==> config.mk <==
export PLATFORM = sky130hd
export DESIGN_NAME = ahblite_slave_mux
export DESIGN_NICKNAME = d
export VERILOG_FILES = /design/src/rtl/ahblite_slave_mux.sv
export SDC_FILE = /design/constraint.sdc
export NUM_CORES = 1
export LEC_CHECK = 0
export BUFFER_PORTS_ARGS = -buffer_cell sky130_fd_sc_hd__buf_4
export CAP_MARGIN = 25
export CORE_MARGIN = 3
export CORE_UTILIZATION = 34
export CTS_CLUSTER_DIAMETER = 100
export CTS_CLUSTER_SIZE = 10
export DETAILED_ROUTE_END_ITERATION = 7
export GPL_ROUTABILITY_DRIVEN = 0
export GPL_TIMING_DRIVEN = 0
export HOLD_SLACK_MARGIN = 0.12
export PLACE_DENSITY = 0.79
export SLEW_MARGIN = 20
export SYNTH_ARGS = -nofsm -noshare
export SYNTH_HDL_FRONTEND = slang
export SYNTH_HIERARCHICAL = 1
export SYNTH_SLANG_ARGS = --single-unit
==> constraint.sdc <==
create_clock -name HCLK -period 2.14 [get_ports HCLK]
set_input_delay 0.321 -clock HCLK [delete_from_list [all_inputs] [get_ports HCLK]]
set_output_delay 0.321 -clock HCLK [all_outputs]
set_load 0.05 [all_outputs]
==> src/rtl/ahblite_slave_mux.sv <==
// ahblite_slave_mux
//   Response-side mux that sits after the AHB-Lite address decoder.
//   The decoder's port selects are captured in the address phase and held
//   for the data phase. They steer the owning slave's HREADYOUT/HRESP/HRDATA
//   back to the master. Transfers that hit no port go to a built-in
//   default slave. It answers active transfers with the two-cycle ERROR
//   response, or with zero-wait OKAY when ERR_EN=0.
//
// Ports
//   HCLK, HRESETn             clock, asynchronous active-low reset
//   HTRANS[1:0]               transfer type of the current address phase
//   Pn_HSEL                   decoder selects (address phase), n = 0..4
//   Pn_HREADYOUT/HRESP/HRDATA slave responses (data phase)
//   HREADY, HRESP, HRDATA     muxed bus response; HREADY also feeds back
//                             to the slaves and the master

// One response lane. It gates a slave's response with its data-phase
// select, so the top module can OR the lanes together.
module ahblite_slave_mux_lane (
    input  logic        sel,
    input  logic        hreadyout,
    input  logic        hresp,
    input  logic [31:0] hrdata,
    output logic        ready,
    output logic        resp,
    output logic [31:0] rdata
);
    assign ready = sel & hreadyout;
    assign resp  = sel & hresp;
    assign rdata = {32{sel}} & hrdata;
endmodule

module ahblite_slave_mux #(
    parameter logic [31:0] DEFAULT_RDATA = 32'h0000_0000,
    parameter bit          ERR_EN        = 1'b1
) (
    input  logic        HCLK,
    input  logic        HRESETn,
    input  logic [1:0]  HTRANS,
    input  logic        P0_HSEL,
    input  logic        P1_HSEL,
    input  logic        P2_HSEL,
    input  logic        P3_HSEL,
    input  logic        P4_HSEL,
    input  logic        P0_HREADYOUT,
    input  logic        P1_HREADYOUT,
    input  logic        P2_HREADYOUT,
    input  logic        P3_HREADYOUT,
    input  logic        P4_HREADYOUT,
    input  logic        P0_HRESP,
    input  logic        P1_HRESP,
    input  logic        P2_HRESP,
    input  logic        P3_HRESP,
    input  logic        P4_HRESP,
    input  logic [31:0] P0_HRDATA,
    input  logic [31:0] P1_HRDATA,
    input  logic [31:0] P2_HRDATA,
    input  logic [31:0] P3_HRDATA,
    input  logic [31:0] P4_HRDATA,
    output logic        HREADY,
    output logic        HRESP,
    output logic [31:0] HRDATA
);
    localparam int NUM_PORTS = 5;
    localparam int DEF       = NUM_PORTS;   // index of the default slave in the select vectors

    // The encoding gives the outputs directly: bit1 is HRESP and bit0 is
    // "not ready". The FSM outputs are therefore registered without
    // extra flops.
    typedef enum logic [1:0] {
        DS_IDLE = 2'b00,
        DS_ERR2 = 2'b10,
        DS_ERR1 = 2'b11
    } ds_state_t;

    logic [NUM_PORTS-1:0]        hsel, hreadyout, hresp;
    logic [NUM_PORTS-1:0][31:0]  hrdata;
    logic [NUM_PORTS:0]          addr_sel;
    logic [NUM_PORTS:0]          dp_sel;
    logic                        dp_act;
    ds_state_t                   ds_state;

    logic [NUM_PORTS-1:0]        lane_ready, lane_resp;
    logic [NUM_PORTS-1:0][31:0]  lane_rdata;
    logic [31:0]                 rdata_or;
    logic                        htrans_active;
    logic                        err_start;
    logic                        def_ready, def_resp;

    assign hsel      = {P4_HSEL, P3_HSEL, P2_HSEL, P1_HSEL, P0_HSEL};
    assign hreadyout = {P4_HREADYOUT, P3_HREADYOUT, P2_HREADYOUT, P1_HREADYOUT, P0_HREADYOUT};
    assign hresp     = {P4_HRESP, P3_HRESP, P2_HRESP, P1_HRESP, P0_HRESP};
    assign hrdata    = {P4_HRDATA, P3_HRDATA, P2_HRDATA, P1_HRDATA, P0_HRDATA};

    // NONSEQ or SEQ
    assign htrans_active = (HTRANS == 2'b10) || (HTRANS == 2'b11);

    // One-hot address-phase select. The loop runs downward, so the lowest
    // port that is selected wins. If no select is high, DEF takes the
    // transfer.
    always_comb begin
        addr_sel      = '0;
        addr_sel[DEF] = 1'b1;
        for (int i = NUM_PORTS - 1; i >= 0; i--) begin
            if (hsel[i]) begin
                addr_sel    = '0;
                addr_sel[i] = 1'b1;
            end
        end
    end

    // Data-phase owner. It advances only when the bus accepts the
    // address phase, so it holds through slave wait states.
    always_ff @(posedge HCLK or negedge HRESETn) begin
        if (!HRESETn) begin
            dp_sel <= (NUM_PORTS+1)'(1) << DEF;
            dp_act <= 1'b0;
        end else if (HREADY) begin
            dp_sel <= addr_sel;
            dp_act <= htrans_active;
        end
    end

    // Default slave. A new error starts only when an active transfer to
    // unmapped space is accepted. It can do so from ERR2, which lets
    // back-to-back errors chain with no idle cycle between them.
    assign err_start = HREADY & addr_sel[DEF] & htrans_active & ERR_EN;

    always_ff @(posedge HCLK or negedge HRESETn) begin
        if (!HRESETn) begin
            ds_state <= DS_IDLE;
        end else begin
            case (ds_state)
                DS_IDLE: ds_state <= err_start ? DS_ERR1 : DS_IDLE;
                DS_ERR1: ds_state <= DS_ERR2;
                DS_ERR2: ds_state <= err_start ? DS_ERR1 : DS_IDLE;
                default: ds_state <= DS_IDLE;
            endcase
        end
    end

    // The error states are only ever entered with an active data phase.
    // Qualifying with dp_act guarantees that an idle default data phase
    // can never show ERROR.
    assign def_ready = ~ds_state[0];
    assign def_resp  = ds_state[1] & dp_act;

    for (genvar g = 0; g < NUM_PORTS; g++) begin : g_lane
        ahblite_slave_mux_lane u_lane (
            .sel       (dp_sel[g]),
            .hreadyout (hreadyout[g]),
            .hresp     (hresp[g]),
            .hrdata    (hrdata[g]),
            .ready     (lane_ready[g]),
            .resp      (lane_resp[g]),
            .rdata     (lane_rdata[g])
        );
    end

    always_comb begin
        rdata_or = '0;
        for (int i = 0; i < NUM_PORTS; i++) begin
            rdata_or = rdata_or | lane_rdata[i];
        end
    end

    // dp_sel is one-hot, so an AND-OR mux is enough.
    assign HREADY = (|lane_ready) | (dp_sel[DEF] & def_ready);
    assign HRESP  = (|lane_resp)  | (dp_sel[DEF] & def_resp);
    assign HRDATA = rdata_or | (dp_sel[DEF] ? DEFAULT_RDATA : 32'h0);

endmodule

==> results of run 1 <==
-- power groups by stage --
stage               clock network [mW]  registers, mW  logic, mW
finish                           0.200          0.270       3.97
detailed placement                   0          0.285       3.73
CTS                              0.203          0.266       3.99
global placement                     0          0.283       3.69
global route                     0.210          0.277       4.23
floorplan                            0          0.259       2.57
-- critical path, cell delays in order (launching register included) --
cell and delay, ns:
dfrtp_2 0.41, clkbuf_8 0.14, and2_4 0.12, or4_4 0.54, nor3_4 0.16, inv_2 0.05, buf_6 0.15
-- repair_timing --
item,4_1_cts,5_1_grt
pin swaps,3,1
endpoints found under the hold margin,9,0
buffers inserted,11,1
hold buffers,1,0
setup endpoints to repair,8,8
cloned,0,0
resized for setup,17,5
-- cells by family after synthesis --
group                  after synthesis  share of synthesized area [%]
AND/OR/NAND/NOR                    280                          81.53
buffers and inverters               17                          3.798
multiplexers                         7                          3.567
flip-flops                           9                          10.41
AO/OA/AOI/OAI                        2                         0.6902
-- path summary, 6_finish.rpt --
path / cells after the start / endpoint / slack [ns]
setup / recovery: 6 / HREADY / -0.0005
hold / removal: 2 / dp_act / 0.33
setup reg to reg: 6 / dp_sel[1] / 0.07
hold reg to reg: 2 / flip-flop / 0.50
max in group asynchronous: 2 / dp_sel[5] / 1.46
min in group asynchronous: 2 / dp_sel[3] / 0.46
-- Yosys cell counts, drive strengths merged --
cell type,number
dfstp,1
o21ai,1
mux2i,1
and2,170
or4,2
mux2,6
nor4b,1
dfrtp,8
nor2,34
nor2b,3
clkbuf,15
inv,2
a311o,1
nor3,33
nor4,1
nand2,34
nand3,1
nor3b,1
-- final cells by class --
type | count | area, um^2 | area share, %
timing repair buffer | 223 | 1688 | 41.66
inverter | 2 | 7.507 | 0.1853
sequential | 9 | 231.5 | 5.713
clock buffer | 4 | 45.04 | 1.112
multi-input combinational | 289 | 1876 | 46.29
buffer | 15 | 110.1 | 2.718
tap | 75 | 93.84 | 2.316
-- routing by layer --
layer | up-vias | wire (um)
met1 | 1266 | 3186
li1 | 1441 | -
met3 | 10 | 822
met2 | 132 | 5053
met5 | - | 0
met4 | 0 | 115
==> reports/qor.txt, run 1 <==
Final Hold Vio Count: 0
core box area: 6061 um^2
ratio of cells with drive above 1 in the final layout: 78.41%
via/cell ratio: 4.618
Synthesis Warnings: 6
clk sinks: 9
Hold Crit Class: input pin to flip-flop
clock-pin slew of the registers on the worst-case setup and hold paths: 0.04 ns
worst setup margin: -0.0004655 ns
Antenna Nets Post-Route: 0
final net count: 722
kind of critical path: flip-flop to output port
final cell count without fillers: 617
diodes inserted: 0
Placed Cells: 601
H-Tree Depth: 1
Clock Tree Buf Depth: 2
die height: 85.98 um
TritonRoute pass-1 iters: 4
global routing's busiest layer: met2
cell taking the most area after synthesis: and2_2
Avg Cell Area, Syn: 6.903 um^2
critical path endpoint category: output port
CTS root buffer: clkbuf_8
Rel. slew slack: 70.98%
CP max FO: 2
Min Hold Slack: 0.3309 ns
IO Port Bufs: 211
power per cell area: 1097 nW/um^2
most common cell after layout, fill and taps aside: buf_4
Layout Utilization: 66.85%
Max Slew Vio Count: 0
fmax: 467.2 MHz
Total Routing Usage GR: 24.11%
sequential share of the synthesized area: 10.41%
Psw: 2.480 mW
drt drc: 0
final period utilization: 100.0%
setup TNS: -0.0004655 ns
Mapped Area: 2175 um^2
# rows: 28
Min Clock Period, post-route: 2.140 ns
Setup crit start: dp_sel[2]
first-pass GRT wire length: 14470 um
design area: 4051 um^2
RR Startpoint: dp_sel[2]
synthesis-to-layout area growth: 86.31%
routing usage on met2: 49.26%
startpoint types: flip-flop
top cell type's share of synthesized area: 58.69%
number of max-cap violations: 0
detailed placement HPWL: 7543 um
failing checks: negative setup slack
Syn Inst Count: 315
worst endpoint required time: 1.82 ns
status: complete, but fails checks
Die X: 85.98 um
Initial Utilization: 35.88%
vias post-DR: 2849
met1 usage: 24.70%
synthesized flop and latch total: 9
vias in the first global route: 3110
DP Area: 3852 um^2
met3 usage: 4.227%
largest net degree at the start of global routing: 11
RSZ-0062 raised after global routing: yes
IO Pins: 213
Unique masters post-synth: 20
Clk network pwr share: 4.5%
antenna violations before repair: 0
final wirelength: 9177 um
most frequent cells in the layout: buf_4 (219), and2_2 (165), nor2_1 (34), nand2_1 (34), nor3_1 (32)
# fillers: 548
Wirelength per Cell: 14.87 um
DRT iter0 DRCs: 70
Comb power frac: 89.4%
dpl ws: -0.2347 ns
Final Power: 4.444 mW
Slew @ Worst Pin: 0.4314 ns
GRT overflow: 0
# setup viols final: 1
skew final: 0.0009310 ns
Hold Path Origin: HTRANS[1]
internal power: 1.964 mW
Clk Latency, worst-skew pair: 0.23 ns
WP data arrival: 1.82 ns
largest cells by area after synthesis: and2_2 (59%), dfrtp_1 (9.2%), nor3_1 (7.4%)
post-synthesis net count: 494
cts bufs inserted: 3
Max VDD drop: 987.0 uV
CTS tree: done
Sw Share: 55.81%
Pleak: 2.198 nW
sequential power share: 6.1%
Die ar.: 7392 um^2
No activity file was read; power rests on OpenSTA's default activity.
==> inputs of run 2 (changes only) <==
--- a/config.mk
+++ b/config.mk
@@ -7,7 +7,7 @@
 export LEC_CHECK = 0
 export BUFFER_PORTS_ARGS = -buffer_cell sky130_fd_sc_hd__buf_4
 export CAP_MARGIN = 25
-export CORE_MARGIN = 3
+export CORE_MARGIN = 2
 export CORE_UTILIZATION = 34
 export CTS_CLUSTER_DIAMETER = 100
 export CTS_CLUSTER_SIZE = 10
==> run 2 against run 1 <==
Net effect:
- the run still ends with negative setup slack left
- clock-buffer cell count unchanged
- critical path depth fell by 1
- sequential power decreased by 2%
- sequential share of layout area decreased by 0.068 points
- via count down 0.11%
- utilization decreased by 1.5 points
- global-route usage down 1.3 points
- clock power barely moved
- maximum frequency shrank 1.8%
- setup slack got worse by 0.038 ns
- cell count is 0.65% higher
- routed wire length fell by 10%
- highest routed layer unchanged
==> reports/qor.txt, run 2 (synthesis gave the netlist of run 1 again) <==
antenna violations before repair: 0 (unchanged)
detailed placement HPWL: 6701 um (-11%)
Min Clock Period, post-route: 2.179 ns (+0.03817 ns)
CP max FO: 2 (unchanged)
Cell Chain, Critical Path: buf_6 > and2_4 > or4_4 > a311o_1 > buf_6
Die X: 83.98 um (-2.3%)
Rel. slew slack: 64.76% (-6.2 points)
final wirelength: 8239 um (-10%)
IO Pins: 213 (unchanged)
CTS tree: done
first-pass GRT wire length: 13270 um (-8.3%)
DRT iter0 DRCs: 38 (-46%)
most frequent cells in the layout: buf_4 (220), and2_2 (164), nor2_1 (34), nand2_1 (34), nor3_1 (28)
IO Port Bufs: 211 (unchanged)
clock-pin slew of the registers on the worst-case setup and hold paths: 0.04 ns (about the same)
drt drc: 0 (unchanged)
critical path endpoint category: output port
via/cell ratio: 4.583 (-0.75%)
clk sinks: 9 (unchanged)
CP most frequent cell: buf_6
WP buf/inv: 2 (-1)
Pleak: 2.219 nW (+0.95%)
max incr delay on CP: 0.52 ns (-0.02 ns)
CTS root buffer: clkbuf_8
power per cell area: 1085 nW/um^2 (-1.0%)
Die ar.: 7052 um^2 (-4.6%)
vias in the first global route: 2897 (-6.8%)
cts bufs inserted: 3 (unchanged)
startpoint types: flip-flop
Initial Utilization: 34.64% (-1.2 points)
core box area: 6277 um^2 (+3.6%)
Max Slew Vio Count: 0 (unchanged)
diodes inserted: 0 (unchanged)
status: complete, but fails checks
GRT overflow: 0 (unchanged)
number of max-cap violations: 0 (unchanged)
synthesis-to-layout area growth: 88.55%
kind of cell adding the most delay to the critical path: simple AND/OR/NAND/NOR gates
Layout Utilization: 65.32% (-1.5 points)
most common cell after layout, fill and taps aside: buf_4
Antenna Nets Post-Route: 0 (unchanged)
Clock Tree Buf Depth: 2 (unchanged)
Hold Crit Class: input pin to flip-flop
Wirelength per Cell: 13.27 um (-11%)
Total Routing Usage GR: 22.77% (-1.3 points)
WP data arrival: 1.86 ns (+0.04 ns)
worst setup margin: -0.03864 ns (-0.03817 ns)
Min Hold Slack: 0.3286 ns (-0.002275 ns)
largest net degree at the start of global routing: 11 (unchanged)
final period utilization: 101.8% (+1.8 points)
vias post-DR: 2846 (-0.11%)
fmax: 459.0 MHz (-1.8%)
skew final: 0.0009093 ns (-0.00002171 ns)
H-Tree Depth: 1 (unchanged)
Max VDD drop: 1074 uV (+8.9%)
die height: 83.98 um (-2.3%)
worst endpoint required time: 1.82 ns (about the same)
ratio of cells with drive above 1 in the final layout: 79.04% (+0.63 points)
setup TNS: -0.05105 ns (-0.05059 ns)
TritonRoute pass-1 iters: 4 (unchanged)
# rows: 29 (+3.6%)
slowest CP cell: or4_4
final net count: 724 (+0.28%)
Slew @ Worst Pin: 0.5237 ns (+0.09235 ns)
Clk Latency, worst-skew pair: 0.23 ns (about the same)
Final Power: 4.451 mW (+0.15%)
kind of critical path: flip-flop to output port
failing checks: negative setup slack
dpl ws: -0.2472 ns (-0.01253 ns)
# setup viols final: 2 (+1)
RSZ-0062 raised after global routing: yes
Final Hold Vio Count: 0 (unchanged)
run 2: cell count changes in the layout (fill, tap and decap cells not counted):
cell and change:
buf_4 +1, inv_2 -1, inv_1 +1, and2_2 -1
clkbuf_2 -5, buf_2 +4, nor3_2 +4, and2_4 +1
nor3_1 -4, buf_6 +2
run 2: metrics by stage:
stage / std cells / cell area [um^2]
3_5_place_dp: 603 / 3855
5_1_grt: 621 / 4100
4_1_cts: 622 / 4081
6_report: 621 / 4100
3_3_place_gp: 603 / 3855
2_1_floorplan: 315 / 2175
run 2: power breakdown:
part	leakage (nW)	switching [mW]	total, mW	internal, mW
Combinational	2.09	2.34	3.99	1.65
Sequential	0.110	0.0426	0.264	0.222
Clock	0.0228	0.0682	0.198	0.130
Total	2.22	2.45	4.45	2.00
run 2: routing by layer:
layer | vias up | global-route usage [%] | wire length (um)
li1 | 1443 | - | -
met1 | 1261 | 26.09 | 3295
met2 | 128 | 44.15 | 4310
met3 | 14 | 2.275 | 472
met4 | 0 | 6.305 | 161
met5 | - | 0 | 0
run 2: worst reg2reg max path, stage by stage (launching register included):
cell      delay [ns]
dfrtp_2         0.41
clkbuf_8        0.14
and2_4          0.12
or4_4           0.53
nor3_4          0.16
buf_4           0.21
mux2_2          0.35
run 2: path summary, 6_finish.rpt:
check	start	endpoint	slack, ns	cells after the start
min reg2reg	flip-flop	flip-flop	0.49	2
min	HTRANS[1]	dp_act	0.33	2
min in group asynchronous	HRESETn	dp_act	0.45	2
max	dp_sel[2]	HRESP	-0.04	5
max reg2reg	dp_sel[2]	dp_sel[3]	0.09	6
max in group asynchronous	HRESETn	dp_sel[5]	1.48	2
run 2: what timing repair did:
| item | CTS | global route |
|---|---|---|
| resized for setup | 23 | 9 |
| gates cloned | 0 | 0 |
| hold buffers | 1 | 0 |
| setup endpoints to repair | 9 | 18 |
| hold endpoints to repair | 9 | 0 |
| pin swaps | 4 | 1 |
| setup buffers | 14 | 0 |
run 2: layout make-up:
type                       count  area (um^2)
tap                           77        96.34
timing repair buffer         226         1718
sequential                     9        231.5
clock buffer                   4        45.04
multi-input combinational    289         1897
fill                         567         2177
inverter                       2        7.507
buffer                        14        105.1
==> inputs of run 3 (changes only) <==
--- a/config.mk
+++ b/config.mk
@@ -13,7 +13,6 @@
 export CTS_CLUSTER_SIZE = 10
 export DETAILED_ROUTE_END_ITERATION = 7
 export GPL_ROUTABILITY_DRIVEN = 0
-export GPL_TIMING_DRIVEN = 0
 export HOLD_SLACK_MARGIN = 0.12
 export PLACE_DENSITY = 0.79
 export SLEW_MARGIN = 20
==> run 3 against run 2 <==
Net effect:
- highest routed layer unchanged
- global-route usage is 0.67 points lower
- register-to-register slack gained 0.15 ns
- routed wire length decreased by 1.4%
- the flow now finishes without violations
- die area is the same
- utilization down 2.6 points
- sequential power barely moved
- clock power hardly changed
- combinational power is 5.3% lower
- critical endpoint unchanged
- sequential share of layout area grew 0.10 points
==> reports/qor.txt, run 3 (synthesis gave the netlist of run 1 again) <==
setup TNS: 0 ns (+0.05105 ns)
clock-pin slew of the registers on the worst-case setup and hold paths: 0.04 ns (about the same)
critical path endpoint category: output port
status: finished, final reports clean
Hold Path Origin: HTRANS[1]
drt drc: 0 (unchanged)
met3 WL post-DR: 555 um (+18%)
detailed placement HPWL: 6719 um (+0.26%)
ratio of cells with drive above 1 in the final layout: 76.75% (-2.3 points)
metal2 WL: 4226 um (-1.9%)
number of max-cap violations: 0 (unchanged)
Slew @ Worst Pin: 0.5940 ns (+0.07027 ns)
max layer used: met4
most frequent cells in the layout: buf_4 (222), and2_2 (170), nor2_1 (34), nand2_1 (34), nor3_1 (32)
Die X: 83.98 um (unchanged)
# fillers: 561 (-1.1%)
vias in the first global route: 2873 (-0.83%)
Clk Latency, worst-skew pair: 0.23 ns (about the same)
IO Pins: 213 (unchanged)
Hold Crit Class: input pin to flip-flop
final net count: 709 (-2.1%)
skew final: 0.0002824 ns (-0.0006269 ns)
clk sinks: 9 (unchanged)
DRT iter0 DRCs: 41 (+7.9%)
GRT overflow: 0 (unchanged)
Layout Utilization: 62.77% (-2.6 points)
RR Endpoint: dp_act
H-Tree Depth: 1 (unchanged)
Final Hold Vio Count: 0 (unchanged)
Wirelength per Cell: 13.40 um (+1.0%)
CP max FO: 3 (+1)
diodes inserted: 0 (unchanged)
Initial Utilization: 34.64% (unchanged)
Hold Path Sink: dp_act
Max Slew Vio Count: 0 (unchanged)
synthesis-to-layout area growth: 81.19%
RR Startpoint: dp_sel[1]
kind of critical path: flip-flop to output port
Hold Path Depth: 2 (unchanged)
Antenna Nets Post-Route: 0 (unchanged)
worst endpoint required time: 1.82 ns (about the same)
# rows: 29 (unchanged)
Reg2Reg Depth: 5 (-1)
most common cell after layout, fill and taps aside: buf_4
Total Routing Usage GR: 22.09% (-0.67 points)
Pleak: 2.134 nW (-3.9%)
largest net degree at the start of global routing: 20 (+9)
TritonRoute pass-1 iters: 4 (unchanged)
antenna violations before repair: 0 (unchanged)
Min Clock Period, post-route: 2.092 ns (-0.08708 ns)
power per cell area: 1077 nW/um^2 (-0.80%)
IO Port Bufs: 211 (unchanged)
via/cell ratio: 4.601 (+0.39%)
startpoint types: flip-flop
final wirelength: 8122 um (-1.4%)
Final Power: 4.243 mW (-4.7%)
Max VDD drop: 894.2 uV (-17%)
Die ar.: 7052 um^2 (unchanged)
WP data arrival: 1.77 ns (-0.09 ns)
DP Area: 3870 um^2 (+0.39%)
die height: 83.98 um (unchanged)
first-pass GRT wire length: 12910 um (-2.7%)
R2R setup slack: 0.24 ns (+0.15 ns)
# setup viols final: 0 (-2)
fmax: 478.1 MHz (+4.2%)
RSZ-0062 raised after global routing: yes
Clock Tree Buf Depth: 2 (unchanged)
CTS tree: done
Rel. slew slack: 60.40% (-4.4 points)
CTS root buffer: clkbuf_8
final period utilization: 97.74% (-4.1 points)
Metal-1 WL: 3194 um (-3.1%)
design area: 3940 um^2 (-3.9%)
Min Hold Slack: 0.3361 ns (+0.007460 ns)
vias post-DR: 2788 (-2.0%)
core box area: 6277 um^2 (unchanged)
cts bufs inserted: 3 (unchanged)
[run 3: timing repair]
| item | in CTS | in global routing |
|---|---|---|
| buffers inserted | 1 | 0 |
| endpoints found under the setup margin | 1 | 2 |
| gates resized for setup | 1 | 1 |
| pin swaps | 1 | 0 |
| endpoints found under the hold margin | 9 | 0 |
| hold buffers | 1 | 0 |
[run 3: worst max-delay path by stage]
stage	start	end
2_1_floorplan	dp_sel[1]	HREADY
3_3_place_gp	P1_HRESP	HRESP
3_5_place_dp	P1_HRESP	HRESP
4_1_cts	dp_sel[1]	HREADY
5_1_grt	dp_sel[0]	HRESP
6_report	dp_sel[1]	HRESP
[run 3: area by class of cell]
type	instances	area [um^2]	area share [%]
Tap cell	77	96.34	2.445
Sequential cell	9	226.5	5.748
Multi-Input combinational cell	289	1866	47.35
Inverter	2	7.507	0.1905
Clock buffer	4	45.04	1.143
Timing Repair Buffer	225	1699	43.12
[run 3: power by group]
part / internal [mW] / switching (mW) / leakage, nW
logic: 1.50 / 2.28 / 2.00
clock network: 0.130 / 0.0691 / 0.0228
registers: 0.216 / 0.0477 / 0.115
total: 1.84 / 2.40 / 2.13
[run 3: routing by layer]
layer / GRT usage, % / up-vias
met2: 41.82 / 129
met5: 0 / -
met3: 3.165 / 15
met4: 6.012 / 0
met1: 25.63 / 1232
li1: - / 1412
[run 3: critical path: stages (launching register included)]
cell and delay, ns:
dfrtp_1 0.39, and2_2 0.17, or4_1 0.52, a311o_1 0.30, buf_6 0.16
[run 3: stage by stage]
stage	std cells	setup slack (ns)
floorplan	315	-0.04409
global placement	600	0.1892
detailed placement	600	0.1815
CTS	606	0.03855
global route	606	-0.001803
finish	606	0.04845
